[src/rtl/eae_mul_sequencer_if.sv]
// Bus between the EAE control unit, the MUY sequencer and the shift-add multiplier.
// Carries the command handshake, the latched operands to the multiplier and the results.
// slave = sequencer side, master = control unit / multiplier side.
`timescale 1ns/1ps
interface eae_mul_sequencer_if;
  logic        cmd_valid;
  logic        cmd_ready;
  logic [11:0] mq_in;
  logic [11:0] operand;
  logic        mul_start;
  logic [11:0] mul_multiplier;
  logic [11:0] mul_multiplicand;
  logic [23:0] mul_product;
  logic        mul_finished;
  logic [11:0] ac_out;
  logic [11:0] mq_out;
  logic        link_clr;
  logic        done;
  logic        busy;
  logic        timeout_err;

  modport slave (
    input  cmd_valid, mq_in, operand, mul_product, mul_finished,
    output cmd_ready, mul_start, mul_multiplier, mul_multiplicand,
           ac_out, mq_out, link_clr, done, busy, timeout_err
  );

  modport master (
    output cmd_valid, mq_in, operand, mul_product, mul_finished,
    input  cmd_ready, mul_start, mul_multiplier, mul_multiplicand,
           ac_out, mq_out, link_clr, done, busy, timeout_err
  );
endinterface

[src/rtl/eae_mul_sequencer.sv]
// EAE MUY issue sequencer: latches MQ/operand, pulses start, writes product to AC/MQ.
// Latency: accept edge E0 -> start in E0+1 -> done in E0+15 (nominal), ready again E0+16.
// Backpressure: cmd_ready only in IDLE; cmd_valid while busy is dropped, not queued.
`timescale 1ns/1ps
module eae_mul_sequencer #(
  parameter int FLUSH_CYCLES = 4,
  parameter int MUL_TIMEOUT  = 31
) (
  input  logic               i_clock,
  input  logic               i_reset_n,
  eae_mul_sequencer_if.slave io_mul
);

  localparam int CNT_MAX = (MUL_TIMEOUT > FLUSH_CYCLES) ? MUL_TIMEOUT : FLUSH_CYCLES;
  localparam int CNT_W   = $clog2(CNT_MAX + 1);
  localparam logic [CNT_W-1:0] FLUSH_LAST = CNT_W'(FLUSH_CYCLES - 1);
  // START is the first counted cycle and ERR follows the last WAIT cycle, so
  // WAIT gives up after MUL_TIMEOUT-1 cycles and ERR lands MUL_TIMEOUT after START.
  localparam logic [CNT_W-1:0] WAIT_LAST  = CNT_W'(MUL_TIMEOUT - 2);

  typedef enum logic [2:0] {
    S_FLUSH = 3'd0,
    S_IDLE  = 3'd1,
    S_START = 3'd2,
    S_WAIT  = 3'd3,
    S_WRITE = 3'd4,
    S_ERR   = 3'd5
  } state_t;

  state_t           r_state;
  state_t           w_state_next;
  logic [CNT_W-1:0] r_cnt;
  logic [11:0]      r_multiplier;
  logic [11:0]      r_multiplicand;
  logic [11:0]      r_ac;
  logic [11:0]      r_mq;
  logic             w_accept;
  logic             w_capture;
  logic             w_cmd_ready;
  logic             w_mul_start;
  logic             w_busy;
  logic             w_done;
  logic             w_link_clr;
  logic             w_timeout_err;

  assign w_accept  = (r_state == S_IDLE) && io_mul.cmd_valid;
  assign w_capture = (r_state == S_WAIT) && io_mul.mul_finished;

  // State register; reset drops any pending command and restarts the flush.
  always_ff @(posedge i_clock or negedge i_reset_n) begin
    if (!i_reset_n) r_state <= S_FLUSH;
    else            r_state <= w_state_next;
  end

  // Shared flush/wait counter: restarts on every state change, runs in FLUSH and WAIT.
  always_ff @(posedge i_clock or negedge i_reset_n) begin
    if (!i_reset_n)                      r_cnt <= '0;
    else if (w_state_next != r_state)    r_cnt <= '0;
    else if (r_state == S_FLUSH || r_state == S_WAIT) r_cnt <= r_cnt + 1'b1;
  end

  // Operand latches, held stable to the multiplier from accept until done.
  always_ff @(posedge i_clock or negedge i_reset_n) begin
    if (!i_reset_n) begin
      r_multiplier   <= '0;
      r_multiplicand <= '0;
    end else if (w_accept) begin
      r_multiplier   <= io_mul.operand;
      r_multiplicand <= io_mul.mq_in;
    end
  end

  // Result registers load on the finished cycle so they are valid alongside done; a timeout leaves them alone.
  always_ff @(posedge i_clock or negedge i_reset_n) begin
    if (!i_reset_n) begin
      r_ac <= '0;
      r_mq <= '0;
    end else if (w_capture) begin
      r_ac <= io_mul.mul_product[23:12];
      r_mq <= io_mul.mul_product[11:0];
    end
  end

  // Next-state and Moore outputs; start is high only in START so it can never overlap finished.
  always_comb begin
    w_state_next  = r_state;
    w_cmd_ready   = 1'b0;
    w_mul_start   = 1'b0;
    w_busy        = 1'b0;
    w_done        = 1'b0;
    w_link_clr    = 1'b0;
    w_timeout_err = 1'b0;
    case (r_state)
      S_FLUSH: begin
        if (r_cnt == FLUSH_LAST) w_state_next = S_IDLE;
      end
      S_IDLE: begin
        w_cmd_ready = 1'b1;
        if (io_mul.cmd_valid) w_state_next = S_START;
      end
      S_START: begin
        w_mul_start  = 1'b1;
        w_busy       = 1'b1;
        w_state_next = S_WAIT;
      end
      S_WAIT: begin
        w_busy = 1'b1;
        if (io_mul.mul_finished)    w_state_next = S_WRITE;
        else if (r_cnt == WAIT_LAST) w_state_next = S_ERR;
      end
      S_WRITE: begin
        w_busy       = 1'b1;
        w_done       = 1'b1;
        w_link_clr   = 1'b1;
        w_state_next = S_IDLE;
      end
      S_ERR: begin
        w_busy        = 1'b1;
        w_done        = 1'b1;
        w_timeout_err = 1'b1;
        w_state_next  = S_IDLE;
      end
      default: w_state_next = S_FLUSH;
    endcase
  end

  assign io_mul.cmd_ready        = w_cmd_ready;
  assign io_mul.mul_start        = w_mul_start;
  assign io_mul.mul_multiplier   = r_multiplier;
  assign io_mul.mul_multiplicand = r_multiplicand;
  assign io_mul.ac_out           = r_ac;
  assign io_mul.mq_out           = r_mq;
  assign io_mul.link_clr         = w_link_clr;
  assign io_mul.done             = w_done;
  assign io_mul.busy             = w_busy;
  assign io_mul.timeout_err      = w_timeout_err;

endmodule

[src/flat_wrapper.sv]
// flat-port wrapper written by rule: the top's interface ports become plain ports
module eae_mul_sequencer_flat 
#(
  parameter int FLUSH_CYCLES = 4,
  parameter int MUL_TIMEOUT  = 31
)
  (i_clock, i_reset_n, io_mul_cmd_valid, io_mul_mq_in, io_mul_operand, io_mul_mul_product, io_mul_mul_finished, io_mul_cmd_ready, io_mul_mul_start, io_mul_mul_multiplier, io_mul_mul_multiplicand, io_mul_ac_out, io_mul_mq_out, io_mul_link_clr, io_mul_done, io_mul_busy, io_mul_timeout_err);
  eae_mul_sequencer_if io_mul_i ();
  input  logic i_clock;
  input  logic i_reset_n;
  input wire logic [$bits(io_mul_i.cmd_valid)-1:0] io_mul_cmd_valid;
  input wire logic [$bits(io_mul_i.mq_in)-1:0] io_mul_mq_in;
  input wire logic [$bits(io_mul_i.operand)-1:0] io_mul_operand;
  input wire logic [$bits(io_mul_i.mul_product)-1:0] io_mul_mul_product;
  input wire logic [$bits(io_mul_i.mul_finished)-1:0] io_mul_mul_finished;
  output wire logic [$bits(io_mul_i.cmd_ready)-1:0] io_mul_cmd_ready;
  output wire logic [$bits(io_mul_i.mul_start)-1:0] io_mul_mul_start;
  output wire logic [$bits(io_mul_i.mul_multiplier)-1:0] io_mul_mul_multiplier;
  output wire logic [$bits(io_mul_i.mul_multiplicand)-1:0] io_mul_mul_multiplicand;
  output wire logic [$bits(io_mul_i.ac_out)-1:0] io_mul_ac_out;
  output wire logic [$bits(io_mul_i.mq_out)-1:0] io_mul_mq_out;
  output wire logic [$bits(io_mul_i.link_clr)-1:0] io_mul_link_clr;
  output wire logic [$bits(io_mul_i.done)-1:0] io_mul_done;
  output wire logic [$bits(io_mul_i.busy)-1:0] io_mul_busy;
  output wire logic [$bits(io_mul_i.timeout_err)-1:0] io_mul_timeout_err;
  assign io_mul_i.cmd_valid = io_mul_cmd_valid;
  assign io_mul_i.mq_in = io_mul_mq_in;
  assign io_mul_i.operand = io_mul_operand;
  assign io_mul_i.mul_product = io_mul_mul_product;
  assign io_mul_i.mul_finished = io_mul_mul_finished;
  assign io_mul_cmd_ready = io_mul_i.cmd_ready;
  assign io_mul_mul_start = io_mul_i.mul_start;
  assign io_mul_mul_multiplier = io_mul_i.mul_multiplier;
  assign io_mul_mul_multiplicand = io_mul_i.mul_multiplicand;
  assign io_mul_ac_out = io_mul_i.ac_out;
  assign io_mul_mq_out = io_mul_i.mq_out;
  assign io_mul_link_clr = io_mul_i.link_clr;
  assign io_mul_done = io_mul_i.done;
  assign io_mul_busy = io_mul_i.busy;
  assign io_mul_timeout_err = io_mul_i.timeout_err;
  eae_mul_sequencer #(.FLUSH_CYCLES(FLUSH_CYCLES), .MUL_TIMEOUT(MUL_TIMEOUT)) u_core (.i_clock(i_clock), .i_reset_n(i_reset_n), .io_mul(io_mul_i));
endmodule
[config.mk]
export PLATFORM = sky130hd
export DESIGN_NAME = eae_mul_sequencer_flat
export DESIGN_NICKNAME = d
export VERILOG_FILES = /design/src/rtl/eae_mul_sequencer_if.sv /design/src/rtl/eae_mul_sequencer.sv /design/src/flat_wrapper.sv
export SDC_FILE = /design/constraint.sdc
export NUM_CORES = 1
export LEC_CHECK = 0
export CAP_MARGIN = 20
export CELL_PAD_IN_SITES_DETAIL_PLACEMENT = 1
export CELL_PAD_IN_SITES_GLOBAL_PLACEMENT = 2
export CORE_ASPECT_RATIO = 0.9
export CORE_MARGIN = 2
export CORE_UTILIZATION = 24
export CTS_CLUSTER_SIZE = 28
export DETAILED_ROUTE_END_ITERATION = 10
export PLACE_DENSITY = 0.72
export SYNTH_ARGS = -nofsm -noshare
export SYNTH_HDL_FRONTEND = slang
export SYNTH_SLANG_ARGS = --single-unit
[constraint.sdc]
create_clock -name i_clock -period 1.7 [get_ports i_clock]
set_input_delay 0.17 -clock i_clock [delete_from_list [all_inputs] [get_ports i_clock]]
set_output_delay 0.17 -clock i_clock [all_outputs]
set_load 0.01 [all_outputs]
==> impl_results.md <==
- CP arrival: 1.88 ns
- Crit Reg-Reg Startpoint: u_core.r_cnt[1]
- Critical Path Source Type: flop
- Met3 Use GR: 0.04630
- Setup WS post-layout: -0.002915 ns
- Worst skew pair latency: 0.31 ns
- Pwr Density: 1672 mW/mm²
- R2R Setup Slk: -0.003 ns
- Max-slew headroom: 0.7844
- Status: finished, violations left
- Most frequent cells in the layout: clkdlybuf4s50_1 (98), dfrtp_1 (55), mux2_1 (39)
- # Max-Cap Violations: 0
- H-tree levels: 2
- CTS buffer count: 5
- FP Rows: 34
- RSZ-0062 raised after global routing: yes
- Root buffer cell: clkbuf_8
- CP Capture Type: flop
- Hold Fails Final Rpt: 0
- Post-synthesis instance area: 0.002401 mm²
- Core area: 0.009699 mm²
- VDD IR max: 0.6208 mV
- First drt pass iteration count: 3
- Crit path time final: 1.703 ns
- CTS tree: done
- Most common cell after layout, fill and taps aside: clkdlybuf4s50_1
- Crit Path Class: flop to flop
- Most used routing layer: met2
- Antenna cells: 0
- Grt met1 use: 0.1386
- Deepest clock path buffer count: 2
- Die area: 0.01082 mm²
- Finish-stage setup viols: 1
- DR WL/cell: 14.77 µm
- First-pass GRT wire length: 10.01 mm
- Layout cell share with drive strength beyond 1: 0.1857
- Final HPWL DP: 4.314 mm
- Max-slew violation count: 0
- I/O Pins: 106
- Slew @ Worst Pin: 0.3233 ns
- Clock-pin slew on the worst setup and hold paths: 0.11 ns
- Area grow syn2layout: 59.61%
- Post-synth EDFFs: 0
- Grt ovf: 0
- Initial Util: 0.2475
- Final period util: 1.002
- CP startpoint: u_core.r_cnt[1]
- Register area share after synthesis: 0.5836
- Met2 Resource Use GR: 0.1975
- Worst min path class: input pin to asynchronous set/reset pin
- Reg2Reg Depth: 5
- Setup TNS: -0.002915 ns
- F_max: 0.5872 GHz
- RR Endpoint: u_core.r_cnt[2]
- WHS: 0.3578 ns
- CTS Sinks: 56
- Drt initial violations: 40
- Synth Register Bits: 56
- Port bufs: 105
- Post-synth cell types: 33
- Place WS: -0.01947 ns
- Clk_skew: 0.01318 ns
- Failing checks: negative setup slack
- Syn Inst Count: 157
- Top FF cell, synth: dfrtp_1
- Initial antenna violation count: 0
- Design Area, Final: 0.003832 mm²
- DR vias/cell: 4.342
- Global placer's final weighted congestion: 0.7113
- Syn_nets: 211
- Post-synthesis average cell area: 15.29 µm²
- LEAKAGE: 1.607 nW
- Vias in the first global route: 2,034
- Final nets: 333
- Final WL: 5.995 mm
- DRC: 0
- Worst endpoint required time: 1.88 ns
- Die width: 109.4 µm
- Final ANT Viol Nets: 0
- Largest net degree at the start of global routing: 57
- Ys Warns: 0
- Post-synth ARST share: 1.000
- Crit path max fanout: 3
- Placed inst area: 0.003665 mm²
- DIE HEIGHT: 98.89 µm
- GRT Overall Usage: 0.1170
- DR vias: 1,763
-- synth_stat cells, drive strengths merged, types with 2 or more instances --
master / number / area share
or4: 2 / 0.0063
nand3: 2 / 0.0042
and2: 3 / 0.0078
nor2b: 2 / 0.0052
o31ai: 2 / 0.0063
a211oi: 4 / 0.021
dfrtp: 56 / 0.58
mux2: 48 / 0.23
nor3b: 3 / 0.011
or3: 2 / 0.0052
buf: 9 / 0.028
ha: 2 / 0.010
nand2b: 2 / 0.0052
inv: 2 / 0.0031
nor2: 3 / 0.0047
o21ai: 2 / 0.0042
nand2: 2 / 0.0031
-- sequential cells by signal, summed over array words and instances, names as in the netlist --
register	cells
u_core.r_cnt	5
u_core.r_state	3
u_core.io_mul.mul_multiplicand	12
u_core.io_mul.mq_out	12
u_core.io_mul.mul_multiplier	12
u_core.io_mul.ac_out	12
-- kinds of logic after synthesis --
| kind of cell | Yosys count | share of synthesized area |
|---|---|---|
| multiplexers | 49 | 0.2293 |
| XOR/XNOR | 1 | 0.01147 |
| AO/OA/AOI/OAI | 14 | 0.06201 |
| adder cells (fa/ha/maj) | 2 | 0.01042 |
| buffers and inverters | 11 | 0.03126 |
| AND/OR/NAND/NOR | 24 | 0.07191 |
| flip-flops | 56 | 0.5836 |
-- final cells by class --
cell class,count,area [µm²]
Inverter,2,7.507
Fill cell,1042,5867
Sequential cell,56,1403
Multi-Input combinational cell,90,949.7
Timing Repair Buffer,124,1225
Clock buffer,5,68.82
Clock inverter,3,21.27
Tap cell,126,157.7
-- per-layer routing --
layer	vias up	share of wire
met5	-	0
met3	7	0.084
li1	801	-
met4	0	0.0090
met2	56	0.49
met1	899	0.41
-- worst max-delay path, stage by stage (launching register included) --
cell and delay, ns:
dfrtp_1 0.39, ha_2 0.21, or4b_4 0.49, a221oi_4 0.27, buf_4 0.18, a211oi_2 0.04
-- power breakdown --
group          switching, mW  internal [mW]  total, mW  leakage [nW]
Combinational           1.33           2.03       3.36         0.888
Clock                  0.464          0.294      0.759        0.0445
Sequential             0.324           1.97       2.29         0.674
-- metrics by stage --
stage               utilization  total power [mW]  cells
finish                   0.3951             6.408    406
global route             0.3951             6.883    406
CTS                      0.3922             6.497    405
detailed placement       0.3778             5.631    391
global placement         0.3778             5.550    391
floorplan                     -             3.810    157
-- worst max-delay path by stage --
stage,endpoint,slack [ns]
after floorplan,u_core.io_mul.mul_multiplicand[0],0.06
after global placement,u_core.r_cnt[1],0.04
after detailed placement,u_core.r_cnt[1],-0.02
after CTS,u_core.r_cnt[1],0.02
after global routing,u_core.r_cnt[2],-0.08
final,u_core.r_cnt[2],-0.003
-- repair_timing --
action / CTS / global route
setup buffers: 5 / 1
gates resized for setup: 8 / 5
setup endpoints to repair: 11 / 20
pin swaps: 1 / 0
hold buffers: 1 / 0
gates cloned: 0 / 0
hold endpoints to repair: 56 / 0
No activity file was read; power rests on OpenSTA's default activity.
